==> config.mk <==
export PLATFORM = sky130hd
export DESIGN_NAME = tbs_adc_ctrl
export DESIGN_NICKNAME = d
export VERILOG_FILES = /design/src/rtl/tbs_pkg.sv /design/src/rtl/tbs_evt_fifo.sv /design/src/rtl/tbs_adc_ctrl.sv
export SDC_FILE = /design/constraint.sdc
export NUM_CORES = 1
export LEC_CHECK = 0
export CAP_MARGIN = 40
export CELL_PAD_IN_SITES_DETAIL_PLACEMENT = 1
export CELL_PAD_IN_SITES_GLOBAL_PLACEMENT = 2
export CORE_MARGIN = 10
export CORE_UTILIZATION = 45
export CTS_CLUSTER_DIAMETER = 80
export DETAILED_ROUTE_END_ITERATION = 16
export GPL_ROUTABILITY_DRIVEN = 0
export GPL_TIMING_DRIVEN = 1
export PLACE_DENSITY_LB_ADDON = 0.05
export SLEW_MARGIN = 0
export SYNTH_ARGS = -nofsm -noshare
export SYNTH_HDL_FRONTEND = slang
export SYNTH_SLANG_ARGS = --single-unit
==> constraint.sdc <==
create_clock -name clock_i -period 7.8 [get_ports clock_i]
set_clock_uncertainty 0.15 [all_clocks]
set_input_delay 1.56 -clock clock_i [delete_from_list [all_inputs] [get_ports clock_i]]
set_output_delay 1.56 -clock clock_i [all_outputs]
set_load 0.01 [all_outputs]
==> src/rtl/tbs_pkg.sv <==
// tbs_pkg: shared FSM state type, defaults and event width helper for the threshold-based ADC controller.
// Timestamps in the event word are enabled by defining TBS_TIMESTAMP_EN.
package tbs_pkg;
    typedef enum logic [1:0] {IDLE, WRITE, SETTLE, COMPARE} state_t;
    localparam int DEF_DAC_WIDTH     = 10;
    localparam int DEF_DELTA_WIDTH   = 6;
    localparam int DEF_FIFO_DEPTH    = 8;
    localparam int DEF_SETTLE_CYCLES = 4;
    localparam int DEF_TS_WIDTH      = 16;
`ifdef TBS_TIMESTAMP_EN
    localparam bit TS_EN = 1'b1;
`else
    localparam bit TS_EN = 1'b0;
`endif
    function automatic int evt_w(input int dac_w, input int ts_w);
        return 1 + dac_w + (TS_EN ? ts_w : 0);
    endfunction
endpackage

==> src/rtl/tbs_evt_fifo.sv <==
// tbs_evt_fifo: first-word-fall-through event FIFO; a full FIFO still accepts a push when popped in the same cycle.
module tbs_evt_fifo
    import tbs_pkg::*;
#(
    parameter int WIDTH = 11,
    parameter int DEPTH = DEF_FIFO_DEPTH
) (
    input  logic             clock_i,
    input  logic             reset_n_i,
    input  logic             push_i,
    input  logic             pop_i,
    input  logic [WIDTH-1:0] data_i,
    output logic             full_o,
    output logic             empty_o,
    output logic [WIDTH-1:0] data_o
);
    localparam int AW = $clog2(DEPTH);
    logic [WIDTH-1:0] mem [DEPTH];
    logic [AW:0] wr_ptr, rd_ptr;
    logic do_pop, do_push;
    assign empty_o = wr_ptr == rd_ptr;
    assign full_o  = wr_ptr == {~rd_ptr[AW], rd_ptr[AW-1:0]};
    assign do_pop  = pop_i && !empty_o;
    assign do_push = push_i && (!full_o || do_pop);
    assign data_o  = empty_o ? '0 : mem[rd_ptr[AW-1:0]];
    always_ff @(posedge clock_i or negedge reset_n_i) begin
        if (!reset_n_i) begin
            wr_ptr <= '0;
            rd_ptr <= '0;
        end else begin
            wr_ptr <= do_push ? wr_ptr + 1'b1 : wr_ptr;
            rd_ptr <= do_pop ? rd_ptr + 1'b1 : rd_ptr;
        end
    end
    always_ff @(posedge clock_i) begin
        if (do_push) mem[wr_ptr[AW-1:0]] <= data_i;
    end
endmodule

==> src/rtl/tbs_adc_ctrl.sv <==
// tbs_adc_ctrl: tracking threshold-based ADC controller driving a DAC window and logging crossing events.
// Define TBS_TIMESTAMP_EN to append a free-running timestamp to every event word.
module tbs_adc_ctrl
    import tbs_pkg::*;
#(
    parameter int DAC_WIDTH     = DEF_DAC_WIDTH,
    parameter int DELTA_WIDTH   = DEF_DELTA_WIDTH,
    parameter int FIFO_DEPTH    = DEF_FIFO_DEPTH,
    parameter int SETTLE_CYCLES = DEF_SETTLE_CYCLES,
    parameter int TS_WIDTH      = DEF_TS_WIDTH,
    localparam int EVT_W        = evt_w(DAC_WIDTH, TS_WIDTH)
) (
    input  logic                   clock_i,
    input  logic                   reset_n_i,
    input  logic                   enable_i,
    input  logic                   comp_upper_i,
    input  logic                   comp_lower_i,
    input  logic [DELTA_WIDTH-1:0] delta_i,
    input  logic                   adaptive_i,
    output logic [DAC_WIDTH-1:0]   dac_upper_o,
    output logic [DAC_WIDTH-1:0]   dac_lower_o,
    output logic                   dac_wr_o,
    output logic                   evt_valid_o,
    input  logic                   evt_ready_i,
    output logic [EVT_W-1:0]       evt_data_o,
    output logic                   fifo_ovf_o,
    output logic                   sat_hi_o,
    output logic                   sat_lo_o,
    output logic                   busy_o
);
    localparam int AW = DAC_WIDTH + DELTA_WIDTH + 4;
    localparam int CW = $clog2(SETTLE_CYCLES + 1);
    localparam logic [DAC_WIDTH-1:0] MID = {1'b1, {(DAC_WIDTH-1){1'b0}}};
    localparam logic [DAC_WIDTH-1:0] MAX = '1;
    localparam logic [AW-1:0] MAX_W = AW'(MAX);
    state_t state;
    logic [1:0] up_sync, lo_sync, shift, eff_shift;
    logic [DAC_WIDTH-1:0] center, center_nxt, up_code, lo_code;
    logic [CW-1:0] cnt;
    logic [AW-1:0] c_w, d_w, step;
    logic up_s, lo_s, dir, prev_dir, has_prev, push, full, empty, drop;
    logic [EVT_W-1:0] evt_in;
    always_ff @(posedge clock_i or negedge reset_n_i) begin
        if (!reset_n_i) begin
            up_sync <= '0;
            lo_sync <= '0;
        end else begin
            up_sync <= {up_sync[0], comp_upper_i};
            lo_sync <= {lo_sync[0], comp_lower_i};
        end
    end
    assign up_s = up_sync[1];
    assign lo_s = lo_sync[1];
    assign dir  = up_s;
    // Consecutive same-direction crossings widen the step; the first or a reversed one restarts it.
    assign eff_shift  = (adaptive_i && has_prev && dir == prev_dir) ? (shift == 2'd3 ? shift : shift + 2'd1) : 2'd0;
    assign c_w        = AW'(center);
    assign d_w        = AW'(delta_i);
    assign step       = d_w << eff_shift;
    assign up_code    = (c_w + d_w > MAX_W) ? MAX : DAC_WIDTH'(c_w + d_w);
    assign lo_code    = (d_w > c_w) ? '0 : DAC_WIDTH'(c_w - d_w);
    assign center_nxt = dir ? ((c_w + step > MAX_W) ? MAX : DAC_WIDTH'(c_w + step))
                            : ((step > c_w) ? '0 : DAC_WIDTH'(c_w - step));
    assign push       = enable_i && state == COMPARE && (up_s ^ lo_s);
    assign drop       = push && full && !evt_ready_i;
    assign sat_hi_o   = center == MAX;
    assign sat_lo_o   = center == '0;
    assign busy_o     = state != IDLE;
    assign evt_valid_o = !empty;
`ifdef TBS_TIMESTAMP_EN
    logic [TS_WIDTH-1:0] ts;
    always_ff @(posedge clock_i or negedge reset_n_i) begin
        if (!reset_n_i) ts <= '0;
        else ts <= ts + 1'b1;
    end
    assign evt_in = {dir, center_nxt, ts};
`else
    assign evt_in = {dir, center_nxt};
`endif
    always_ff @(posedge clock_i or negedge reset_n_i) begin
        if (!reset_n_i) begin
            state       <= IDLE;
            center      <= MID;
            dac_upper_o <= MID;
            dac_lower_o <= MID;
            dac_wr_o    <= 1'b0;
            shift       <= '0;
            prev_dir    <= 1'b0;
            has_prev    <= 1'b0;
            cnt         <= '0;
            fifo_ovf_o  <= 1'b0;
        end else if (!enable_i) begin
            state      <= IDLE;
            dac_wr_o   <= 1'b0;
            fifo_ovf_o <= 1'b0;
        end else begin
            dac_wr_o   <= 1'b0;
            fifo_ovf_o <= fifo_ovf_o | drop;
            case (state)
                IDLE: begin
                    center   <= MID;
                    shift    <= '0;
                    has_prev <= 1'b0;
                    state    <= WRITE;
                end
                WRITE: begin
                    dac_upper_o <= up_code;
                    dac_lower_o <= lo_code;
                    dac_wr_o    <= 1'b1;
                    cnt         <= '0;
                    state       <= SETTLE;
                end
                SETTLE: begin
                    cnt   <= cnt + 1'b1;
                    state <= (cnt == CW'(SETTLE_CYCLES - 1)) ? COMPARE : SETTLE;
                end
                COMPARE: begin
                    if (up_s ^ lo_s) begin
                        center   <= center_nxt;
                        shift    <= eff_shift;
                        prev_dir <= dir;
                        has_prev <= 1'b1;
                        state    <= WRITE;
                    end
                end
                default: state <= IDLE;
            endcase
        end
    end
    tbs_evt_fifo #(.WIDTH(EVT_W), .DEPTH(FIFO_DEPTH)) u_fifo (
        .clock_i  (clock_i),
        .reset_n_i(reset_n_i),
        .push_i   (push),
        .pop_i    (evt_ready_i),
        .data_i   (evt_in),
        .full_o   (full),
        .empty_o  (empty),
        .data_o   (evt_data_o)
    );
endmodule

* Yosys cells after proc, flatten, opt, wreduce, memory -nomap -nowiden *
Memories as Yosys holds them, arrays and structs flattened.
Cells that the tools add are included.

cells by class
  multiplexer cells = 24
  reduce and logical (&&, ||, !) cells = 21
  add/subtract/negate cells = 8
  $lt $le $gt $ge = 4
  equality and inequality tests = 11
  bitwise operators = 3
  shift-type cells = 1

operator list
  operator              count
  $mux 10               6
  $gt 20x10->1 const B  2
  $add 10x20->20        1
  $gt 20x10->1          1
  $pmux 10 s2           1
  $shl 6x2->20          1
  $add 10x6->11         1
  $mux 11               1
  $eq 10x10->1 const B  1
  $gt 6x10->1           1
  $logic_not 10->1      1
  $mux 2                5
  $sub 10x10->10        1
  $sub 10x6->10         1
  $add 4x1->4 const B   2
  $eq 4x4->1            2
  $logic_and 1x1->1     8
  $pmux 2 s4            1
  $mux 1                7
  $eq 2x2->1 const B    3
  $pmux 3 s2            1
  $reduce_and 3->1      2
  $reduce_bool 2->1     3
  $pmux 2 s2            1
  other kinds (15)      18

word-level totals
  output and inout port bits = 37
  bits of input ports = 13
  memory bits (writable) = 88
  memories kept = 1
  register bits after elaboration = 53

memory list
  memory      words  bits a word  rd ports  clocked after Yosys merged registers in  write ports  line                RTL
  u_fifo.mem  8      11           1         0                                        1            tbs_evt_fifo.sv:18  logic [WIDTH-1:0] mem [DEPTH];

* Longest topological paths before layout *
Gate-level depths: netlist of the first run.

  depth in word-level cells = 10
  mapped depth = 15

* Modules after synthesis *
From an unflattened synthesis of the first run, not the netlist that was laid out.

unflattened totals
  cell total of the unflattened synthesis = 661
  area, all modules = 7,764.9 um2

modules (own cells, without submodules)
  module        instances  cells each  area an instance (um2)
  tbs_evt_fifo  1          199         3,918.8
  tbs_adc_ctrl  1          462         3,846.2

* Worst setup path before layout of the first run *
No wires, ideal clock.

  path kind = in2reg
  start = input adaptive_i
  end = memory u_fifo.mem[0][8] (data pin)
  setup slack = 3,321 ps
  stages on the path = 13
  path buffers = 1
  arrival = 4,169 ps
  required time = 7,491 ps
  cell sequence = and3_1 -> o21a_1 -> mux2i_1 -> nor2_1 -> a31o_2 -> ha_1 -> buf_4 -> a211oi_1 -> o41ai_2 -> a221oi_1 -> xor2_1 -> o311a_1 -> inv_1

on the way
  word-level cells in the longest chain between the ends = 8

RTL lines
  element                            line                RTL
  start: declaration                 tbs_adc_ctrl.sv:19  input logic adaptive_i,
  $logic_and 1x1->1 * (2 in series)  tbs_adc_ctrl.sv:56  assign eff_shift = (adaptive_i && has_prev && dir == prev_dir) ? (shift == 2'd3 ? shift : shift + 2'd1) : 2'd0 ...
  $mux 2 *                           tbs_adc_ctrl.sv:56
  $shl 6x2->20 *                     tbs_adc_ctrl.sv:59  assign step = d_w << eff_shift;
  $add 10x20->20                     tbs_adc_ctrl.sv:62  assign center_nxt = dir ? ((c_w + step > MAX_W) ? MAX : DAC_WIDTH'(c_w + step))
  $gt 20x10->1                       tbs_adc_ctrl.sv:62
  $mux 10                            tbs_adc_ctrl.sv:62
  $mux 10 *                          tbs_adc_ctrl.sv:62
  via center_nxt[8]                  tbs_adc_ctrl.sv:38  logic [DAC_WIDTH-1:0] center, center_nxt, up_code, lo_code;
  end: declaration                   tbs_evt_fifo.sv:18

Mark *: on every way through the listed nets, which the timed path passes. The rest lies on a longest branch.

* Worst setup path in the final report of the first run *
  start = input adaptive_i
  end = memory u_fifo.mem[2][9] (data pin)

The elaborated chain is that of the path after synthesis.

==> summary.txt, run 1 <==
CTS Root Cell -> clkbuf_16
asr flop ratio synth -> 37.6%
clock sinks -> 141
# H-tree levels -> 4
post-synthesis sequential area ratio -> 50.1%
#FFs+latches synth -> 141
Peak VDD IR -> 0.174 mV
Slew headroom -> 44.7%
Critical Path Most Common Cell -> o21ai_0
starting density of the core -> 45.9%
critical path's slowest cell -> ha_1
number of flops mapped to enable cells by yosys -> 88
fin nets -> 771
dpl cells -> 912
Setup Crit Path Kind -> primary input to register
CP endpoint kind -> register
Max stage delay on crit path -> 0.63 ns
syn avg cell area -> 12.1 um^2
Port Buffers -> 49
CTS Hold Bufs -> 0
cts bufs inserted -> 17
outcome -> complete, no violations
clock power share -> 27.7%
CP max FO -> 14
vias -> 5468
Filler Cells Inserted -> 1801
Req. time, crit path -> 7.77 ns
Core ar. -> 17300 um^2
Die ar. -> 23300 um^2
leakage power -> 3.69 nW
cell count after synthesis -> 658
diode count -> 0
setup total negative slack -> 0 ns
hold crit path type -> register to register
max-slew violation count -> 0
# DRC -> 0
Layout area overhead -> 16.4%
slew at the pin closest to its max-slew limit -> 0.830 ns
Post-CTS Resized -> 0
pwr/cell area -> 327 nW/um^2
CTS max path bufs -> 2
row count -> 48
proportion of layout cells with a drive suffix above 1 -> 13.8%
top cells by area, synth -> edfxtp_1, dfrtp_1, ha_1, mux4_2, mux2i_1
Buf/Inv on CP -> 1
Crit path depth -> 11
setup violators final -> 0
drt first pass iters -> 4
gr usage total -> 18.8%
grt ovf -> 0
Yosys cell types -> 83
Int Pwr -> 0.00197 W
Finished Cell Area -> 9230 um^2
Worst path top cell family by delay -> compound AO/OA/AOI/OAI gates
part of the cycle the worst path needs -> 69.9%
Synth Flop Type -> edfxtp_1
Post-DP HPWL -> 15900 um
Startpoint Class -> primary input
Period minus WS final -> 5.45 ns
die span in y -> 153 um
vias in the first global route -> 5884
Routed wire per std cell -> 23.2 um
RSZ-0062 raised after global routing -> no
Gate power share -> 38.3%
first-pass GRT wire length -> 34900 um
boundary pin count -> 50
endpoints failing hold -> 0
total wire length -> 21900 um
cell taking the most area after synthesis -> edfxtp_1
mapped cell area -> 7930 um^2
sw power -> 0.00105 W
fin worst setup slack -> 2.35 ns
Ys Warns -> 0
share of the synthesized area in the top cell type -> 33.3%
Worst R2R Path Depth -> 12
Via density -> 5.79
Critical Path AT -> 5.42 ns
Hold Crit Depth -> 0
Mapped Nets -> 723
Worst-Skew Late Latency -> 0.42 ns
Max Freq -> 0.184 GHz
pre-CTS worst setup slack -> 1.95 ns
initial antenna violation count -> 0
largest net degree at the start of global routing -> 54
CTS tree -> yes
Post-DP Area -> 8630 um^2
Die Wd -> 153 um
CP cell instances -> clkdlybuf4s50_1, and3_1, o21a_1, mux2i_1, o21ai_0, ha_1, nand4_1, or3_4, o22ai_1, nand2_1, o21ai_0
part of the power in registers -> 34.0%
max-cap violation count -> 0
Finished Layout Cells -> 944
postcts setup bufs -> 0
clock slew at reported path FFs -> 0.06 ns
drt first-iter violations -> 287
Switching Fraction -> 34.8%
ANT nets after route -> 0
[per-layer routing]
| layer | GRT usage, % | share of wire (%) | wire, um | up-vias |
|---|---|---|---|---|
| li1 | - | - | - | 2529 |
| met1 | 23.5 | 44 | 9650 | 2817 |
| met2 | 32.4 | 51 | 11200 | 101 |
| met3 | 3.95 | 3.2 | 693 | 21 |
| met4 | 4.54 | 1.5 | 338 | 0 |
| met5 | 0 | 0 | 0 | - |
[flip-flops by register name (all words and copies together), names as in the netlist, 2 cells and up]
name           flops
lo_sync            2
u_fifo.mem        88
u_fifo.wr_ptr      4
cnt                3
u_fifo.rd_ptr      4
dac_upper_o       10
state              2
up_sync            2
center            10
shift              2
dac_lower_o       10
[synthesized netlist by cell type (8+ instances only)]
library cell	number
a211oi_1	9
a21oi_1	26
buf_2	12
clkbuf_1	12
dfrtp_1	50
edfxtp_1	88
ha_1	48
inv_1	51
mux2i_1	21
mux4_2	22
nand2_1	28
nand2b_1	15
nand3_1	16
nor2_1	40
nor2b_1	9
nor3_1	16
o21a_1	8
o21ai_0	21
xnor2_1	21
xor2_1	9
[placed cells by master (no fill, tap or decap), types with 13 or more instances in the layout]
cell / Yosys / layout
edfxtp_1: 88 / 88
nor3_1: 16 / 16
xnor2_1: 21 / 21
dfrtp_1: 50 / 50
nand2b_1: 15 / 15
clkdlybuf4s50_1: 0 / 48
clkbuf_16: 0 / 17
a21oi_1: 26 / 26
nor2_1: 40 / 40
inv_1: 51 / 51
mux2i_1: 21 / 21
nand2_1: 28 / 28
o21ai_0: 21 / 21
ha_1: 48 / 48
mux4_2: 22 / 22
nand3_1: 16 / 16
buf_4: 5 / 13
[cells by family (layout without fill, tap and decap cells)]
kind of cell | Yosys count | after routing | share of synthesized area, %
AO/OA/AOI/OAI | 141 | 141 | 13.4
multiplexers | 46 | 46 | 9.32
flip-flops | 141 | 141 | 50.1
adder cells (fa/ha/maj) | 52 | 52 | 8.58
buffers and inverters | 85 | 146 | 4.70
XOR/XNOR | 30 | 30 | 3.31
AND/OR/NAND/NOR | 163 | 163 | 10.6
[power by group through the flow]
stage | Sequential (W) | Clock, W | Combinational, W
6_report | 0.00103 | 0.000838 | 0.00116
5_1_grt | 0.00104 | 0.000889 | 0.00127
4_1_cts | 0.00103 | 0.000854 | 0.00118
3_5_place_dp | 0.00104 | 0 | 0.00117
3_3_place_gp | 0.00105 | 0 | 0.00111
2_1_floorplan | 0.00102 | 0 | 0.000727
[through the flow]
stage,hold slack [ns],utilization (%),power [W]
global route,0.216,53.4,0.00320
CTS,0.207,53.4,0.00306
floorplan,0.181,-,0.00175
finish,0.206,53.4,0.00302
detailed placement,0.192,49.9,0.00221
global placement,0.182,49.8,0.00216
[path summary, 6_finish.rpt]
kind	startpoint	to	slack (ns)
setup reg to reg	up_sync[1]	u_fifo.mem[2][9]	3.08
hold / removal	up_sync[0]	up_sync[1]	0.21
hold reg to reg	up_sync[0]	up_sync[1]	0.21
setup / recovery	adaptive_i	u_fifo.mem[2][9]	2.35
max in group asynchronous	reset_n_i	center[2]	5.86
min in group asynchronous	reset_n_i	dac_lower_o[8]	1.11
[cell type report]
class | count | area (um^2) | area share (%)
Timing Repair Buffer | 63 | 598 | 6.48
Clock inverter | 15 | 175 | 1.90
Inverter | 51 | 191 | 2.07
Multi-Input combinational cell | 432 | 3590 | 38.9
Tap cell | 225 | 282 | 3.05
Sequential cell | 141 | 3970 | 43.0
Clock buffer | 17 | 425 | 4.61
No activity file was read; power rests on OpenSTA's default activity.
==> run 2, diff against run 1 <==
CORE_UTILIZATION = 37   (was 45)
clock period = 4.9 ns   (was 7.8 ns; I/O delays follow)
==> run 2 against run 1 <==
Net effect: non-clock buffer count grew 23; via count about the same; cell count is 7.7% higher; clock-buffer cell count stayed put; design area grew 2.6%; wire length rose by 0.20%; sequential cell count unchanged; global-route usage shrank 3.0 points; utilization shrank 8.5 points; register-to-register slack got worse by 2.4 ns; critical path type unchanged.
==> summary.txt, run 2 (synthesized netlist as in run 1, its figures left out) <==
outcome -> complete, no violations
starting density of the core -> 37.6%
most frequent cells in the layout -> edfxtp_1, inv_1, dfrtp_1
vias -> 5473
Worst-Skew Late Latency -> 0.42 ns
Req. time, crit path -> 4.87 ns
postcts setup bufs -> 0
Post-DP Area -> 8890 um^2
first-pass GRT wire length -> 34900 um
Die ar. -> 27700 um^2
CP endpoint kind -> register
commonest non-fill, non-tap cell in the layout -> edfxtp_1
Via density -> 5.38
Post-DP HPWL -> 16300 um
clock slew at reported path FFs -> 0.06 ns
Slew headroom -> 46.2%
leakage power -> 3.79 nW
max-cap violation count -> 0
Die Wd -> 166 um
ANT nets after route -> 0
# DRC -> 0
Peak VDD IR -> 0.234 mV
area of the multi-input gates -> 3590 um^2
# H-tree levels -> 4
Layout area overhead -> 19.4%
CTS Hold Bufs -> 0
grt ovf -> 0
diode count -> 0
drt first-iter violations -> 264
post-layout util -> 44.9%
Setup Crit Path Kind -> primary input to register
vias in the first global route -> 5864
max-slew violation count -> 0
drt first pass iters -> 4
endpoints failing hold -> 0
Routed wire per std cell -> 21.5 um
CTS max path bufs -> 2
RSZ-0062 raised after global routing -> no
Startpoint Class -> primary input
CP max FO -> 8
CTS Root Cell -> clkbuf_16
cts bufs inserted -> 17
part of the cycle the worst path needs -> 95.2%
gr usage total -> 15.9%
fin nets -> 794
Post-CTS Resized -> 0
clock sinks -> 141
Port Buffers -> 49
setup total negative slack -> 0 ns
largest net degree at the start of global routing -> 37
proportion of layout cells with a drive suffix above 1 -> 16.6%
total wire length -> 21900 um
Finished Cell Area -> 9470 um^2
Critical Path AT -> 4.63 ns
Largest register FFs -> 88
CTS tree -> yes
Max Freq -> 0.214 GHz
FF/Latch Area -> 3970 um^2
die span in y -> 166 um
worst hold slack -> 0.208 ns
Period minus WS final -> 4.66 ns
Core ar. -> 21100 um^2
hold crit path type -> register to register
slew at the pin closest to its max-slew limit -> 0.807 ns
initial antenna violation count -> 0
pwr/cell area -> 501 nW/um^2
setup violators final -> 0
Filler Cells Inserted -> 2246
row count -> 53
boundary pin count -> 50
-- run 2: cell count changes in the layout (fill, tap and decap cells not counted), sizes merged --
cell / delta
buf: +23
bufinv: -2
clkinv: +4
inv: -2
-- run 2: area by class of cell --
cell class | count | area share (%)
repair buffers | 86 | 8.40
flip-flops and latches | 141 | 42.0
clock inverters | 15 | 1.57
well taps | 275 | 3.63
multi-input cells | 432 | 37.9
inverters | 51 | 2.02
clock buffers | 17 | 4.49
-- run 2: stage by stage --
stage / total power, W / cells / worst slack [ns]
final: 0.00475 / 1017 / 0.238
after global routing: 0.00506 / 1017 / 0.0118
after floorplan: 0.00278 / 658 / 1.00
after detailed placement: 0.00358 / 985 / -0.207
after global placement: 0.00352 / 984 / -0.107
after CTS: 0.00484 / 1017 / 0.229
-- run 2: where the power goes --
group | internal, W | total, W | switching [W] | leakage (nW)
clock network | 0.000674 | 0.00123 | 0.000560 | 0.275
logic | 0.000928 | 0.00185 | 0.000925 | 2.05
registers | 0.00148 | 0.00166 | 0.000180 | 1.46
-- run 2: worst paths after layout --
kind / startpoint / end / slack [ns] / cells after the start
max reg2reg: prev_dir / u_fifo.mem[0][6] / 0.68 / 14
min in group asynchronous: reset_n_i / dac_upper_o[6] / 0.36 / 1
max in group asynchronous: reset_n_i / up_sync[0] / 3.34 / 2
min reg2reg: up_sync[0] / up_sync[1] / 0.21 / 0
max: adaptive_i / u_fifo.mem[0][6] / 0.24 / 14
min: up_sync[0] / up_sync[1] / 0.21 / 0
-- run 2: layer usage --
layer	wire length (um)	track usage (%)	part of all wire, %
met1	9770	20.0	45
met5	0	0	0
met4	303	4.12	1.4
met2	11200	27.2	51
met3	614	3.06	2.8
-- run 2: worst max-delay path: stages --
cell and delay, ns:
clkdlybuf4s50_1 0.46, and3_1 0.34, o21a_1 0.29, mux2i_1 0.26
nor2_1 0.08, a31o_2 0.24, ha_1 0.32, nand2b_1 0.18
a21oi_2 0.29, a221oi_1 0.14, or3_1 0.37, a211oi_1 0.35
buf_4 0.19, nor2_1 0.13
